**src/rtl/multiplier_pkg.sv**
```systemverilog
// Shared types and defaults for the sequential shift-add multiplier.
package multiplier_pkg;

    typedef enum logic [1:0] {
        IDLE,
        BUSY,
        DONE
    } state_t;

    localparam int MULT_WIDTH_DEFAULT = 2;

endpackage

```
**src/rtl/multiplier.sv**
```systemverilog
// Sequential unsigned shift-add multiplier with valid/ready handshakes on both sides.
// One partial product per cycle; the result is held in DONE until the consumer takes it.
module multiplier
    import multiplier_pkg::*;
#(
    parameter int WIDTH = MULT_WIDTH_DEFAULT
) (
    input  logic                 clk,
    input  logic                 rst_n,
    input  logic [WIDTH-1:0]     a,
    input  logic [WIDTH-1:0]     b,
    input  logic                 in_valid,
    output logic                 in_ready,
    output logic [2*WIDTH-1:0]   product,
    output logic                 out_valid,
    input  logic                 out_ready
);

    localparam int PW = 2 * WIDTH;
    localparam int CW = (WIDTH > 1) ? $clog2(WIDTH) : 1;

    state_t          state;
    logic [PW-1:0]   a_reg;
    logic [WIDTH-1:0] b_reg;
    logic [PW-1:0]   acc;
    logic [CW-1:0]   cnt;
    logic [PW-1:0]   acc_next;

    // The final edge must see its own partial product, so the sum is formed ahead of the register.
    assign acc_next = b_reg[0] ? (acc + a_reg) : acc;

    assign in_ready = rst_n && (state == IDLE);

    always_ff @(posedge clk or negedge rst_n) begin
        if (!rst_n) begin
            state     <= IDLE;
            a_reg     <= '0;
            b_reg     <= '0;
            acc       <= '0;
            cnt       <= '0;
            product   <= '0;
            out_valid <= 1'b0;
        end else begin
            case (state)
                IDLE: begin
                    if (in_valid) begin
                        a_reg <= PW'(a);
                        b_reg <= b;
                        acc   <= '0;
                        cnt   <= '0;
                        state <= BUSY;
                    end
                end
                BUSY: begin
                    acc   <= acc_next;
                    a_reg <= a_reg << 1;
                    b_reg <= b_reg >> 1;
                    cnt   <= cnt + CW'(1);
                    if (cnt == CW'(WIDTH - 1)) begin
                        product   <= acc_next;
                        out_valid <= 1'b1;
                        state     <= DONE;
                    end
                end
                DONE: begin
                    if (out_ready) begin
                        out_valid <= 1'b0;
                        state     <= IDLE;
                    end
                end
                default: begin
                    state     <= IDLE;
                    out_valid <= 1'b0;
                end
            endcase
        end
    end

endmodule

```
**config.mk**
```make
export PLATFORM = sky130hd
export DESIGN_NAME = multiplier
export DESIGN_NICKNAME = d
export VERILOG_FILES = /design/src/rtl/multiplier_pkg.sv /design/src/rtl/multiplier.sv
export SDC_FILE = /design/constraint.sdc
export NUM_CORES = 1
export LEC_CHECK = 0
export BUFFER_PORTS_ARGS = -buffer_cell sky130_fd_sc_hd__buf_2
export CAP_MARGIN = 20
export CORE_AREA = 2 2 51 53
export DETAILED_ROUTE_END_ITERATION = 6
export DIE_AREA = 0 0 53 55
export PLACE_DENSITY_LB_ADDON = 0.15
export RECOVER_POWER = 50
export SETUP_SLACK_MARGIN = 0.2
export SLEW_MARGIN = 20
export SYNTH_ARGS = -nofsm -noshare
export SYNTH_HDL_FRONTEND = slang
export SYNTH_SLANG_ARGS = --single-unit
```
**constraint.sdc**
```tcl
create_clock -name clk -period 2.5 [get_ports clk]
set_input_delay 0.75 -clock clk [delete_from_list [all_inputs] [get_ports clk]]
set_output_delay 0.75 -clock clk [all_outputs]
set_load 0.05 [all_outputs]
```
==> impl_metrics.ini <==
[cts]
cts_resized = 0
cts_tree = built
path_clk_slew_ns = 0.10
post_cts.repair.setup_buffers = 0
cts_buffers = 3
cts_hold_buf = 0
cts_root_buffer = clkbuf_4
cts.sinks = 18
htreeDepth = 1
cts_buffer_depth = 2
insertion_delay_ns = 0.29

[floorplan]
die_w_um = 53
dieArea_um2 = 2920
start_util = 0.387
num_io_pins = 14
coreArea_um2 = 2360
row_count = 18
die_h_um = 55

[power_and_ir_drop]
p_clk_frac = 0.132
ir_drop_v = 0.000677
p_per_area_nw_per_um2 = 1310
comb_power_share = 0.451
p_leak_uw = 0.000477
power_frac_seq = 0.417
switchingPower_uw = 628
internal_power_uw = 727
swShare = 0.463

[critical_path]
end_kind = output pin
path_class = reg -> out
reg2regPathDepth = 5
critPathTopFamily = flip-flops
cp_slowest_cell = dfrtp_1
path_max_fanout = 12
crit_path_max_incr_delay_ns = 0.52
cp-start-kind = flip-flop
crit_chain = nor3b_2 -> buf_2
cp.arrival_ns = 1.32
r2r_setup_slack_ns = 0.74
cp_num_buf_inv = 1
critPathRequiredTime_ns = 1.75
worst-path-stages = 2

[sta]
slew_headroom = 0.334
maxSlewViolCount = 0
fmax_mhz = 484
period_share = 0.826
finalSetupViolCount = 0
tightest_slew_ns = 0.999
period_minus_slack_ns = 2.07
setup_tns_ns = 0
fin_skew_ns = 0.00294
rsz0062_at_grt = false
finalHoldViolCount = 0

[status]
run_status = finished, final reports clean

[drt]
wl_um = 1740
final_antenna_net_count = 0
vias = 709
drc_errors = 0
first_iter_violations = 19
wl_per_cell_um = 12.7
vias_per_cell = 5.18
drt-pass1-iter-count = 2

[synth]
yosysUniqueCellTypes = 28
synth.most_common_cell = dfrtp_1
synth_warnings = 0
synth.top_cell.area_share = 0.492
synth_area_leaders = dfrtp_1 (49%), o21ai_0 (6.6%), nand2_1 (6.2%)
postSynthAreaPerCell_um2 = 9.83
ys_async_sr_fraction = 1.00
synth_cells = 93
synth-edff-count = 0
synth_seq_cells = 18
synth-main-ff-cell = dfrtp_1
yosysTopAreaCell = dfrtp_1
synth-seq-area-share = 0.492
synth_nets = 105
netlist_area_um2 = 915
yosys-top-cells-count = dfrtp_1 (18), nand2_1 (15), o21ai_0 (12)

[placed_design]
dp_hpwl_um = 1250
port-buffer-count = 13
place_congestion = 0.738
postPlaceCellArea_um2 = 1000

[global_route]
antenna_found_initial = 0
grt_pass1_vias = 712
grt_use_total = 0.157
grt_max_degree = 19
grt_pass1_wl_um = 3220
grt_overflow_total = 0

[layout]
final_nets = 120
fin_area_um2 = 1040
synthToLayoutAreaGrowth_pct = 13.4
diodes = 0
drive_above_1_share = 0.196

[hold_path]
hp-class = reg -> reg
hold_depth = 2

[run]
drv_cap = 0
[worst register-to-register path: stages (launching register included)]
cell and delay, ns:
dfrtp_1 0.42, ha_1 0.34, a21oi_1 0.21, a21oi_1 0.14, or3b_1 0.40, a31oi_1 0.18
[final timing paths]
path | startpoint | endpoint
min | product[2] | product[2]
max in group asynchronous | rst_n | acc[1]
max | state[0] | in_ready
max reg2reg | a_reg[2] | product[3]
min in group asynchronous | rst_n | a_reg[0]
min reg2reg | product[2] | product[2]
[power by group through the flow]
stage / logic, µW / clock network [µW] / registers, µW
floorplan: 448 / 0 / 611
global placement: 610 / 0 / 568
detailed placement: 616 / 0 / 569
CTS: 619 / 186 / 563
global route: 701 / 205 / 590
finish: 611 / 179 / 565
[metal layers]
layer | routed length, µm | GRT usage
met2 | 747 | 0.227
met3 | 84 | 0.0618
met1 | 886 | 0.207
met5 | 0 | 0
met4 | 19 | 0.0684
[final cells by class]
class | instances | area (µm²)
flip-flops and latches | 18 | 450
repair buffers | 14 | 68.8
well taps | 30 | 37.5
multi-input cells | 65 | 422
clock buffers | 4 | 36.3
inverters | 6 | 22.5
fillers | 245 | 1330
[placed cells by master, fill, tap and decap left out, types with 2 or more instances in the layout]
| master | netlist | final |
|---|---|---|
| a21oi_1 | 5 | 5 |
| a22oi_1 | 2 | 2 |
| a31oi_1 | 2 | 2 |
| a32o_1 | 3 | 3 |
| buf_2 | 2 | 13 |
| clkbuf_4 | 0 | 3 |
| dfrtp_1 | 18 | 18 |
| ha_1 | 3 | 3 |
| inv_1 | 6 | 6 |
| mux2i_1 | 2 | 2 |
| nand2_1 | 15 | 15 |
| nand2b_1 | 2 | 2 |
| nand3_1 | 2 | 2 |
| nor2_1 | 3 | 3 |
| nor2b_1 | 2 | 2 |
| o21ai_0 | 12 | 12 |
| o21bai_1 | 2 | 2 |
[cell families (layout without fill, tap and decap cells)]
kind of cell               Yosys count  in the layout  synth area share
AOI/OAI and AO/OA                   29             29             0.202
and+or+nand+nor                     29             29             0.159
DFF                                 18             18             0.492
buffers and inverters               10             24            0.0520
adders and majority gates            4              4            0.0629
muxes                                2              2            0.0219
xor gates and xnor gates             1              1           0.00958
[per-stage QoR]
step           worst slack (ns)  std cells  utilization  power [µW]  hold WS [ns]
2_1_floorplan             0.347         93            -        1060         0.454
3_3_place_gp              0.498        133        0.425        1180         0.460
3_5_place_dp              0.487        133        0.425        1190         0.465
4_1_cts                   0.427        137        0.440        1370         0.410
5_1_grt                   0.349        137        0.439        1500         0.534
6_report                  0.435        137        0.439        1350         0.484
Note: power is estimated with default switching activity, not from simulation.
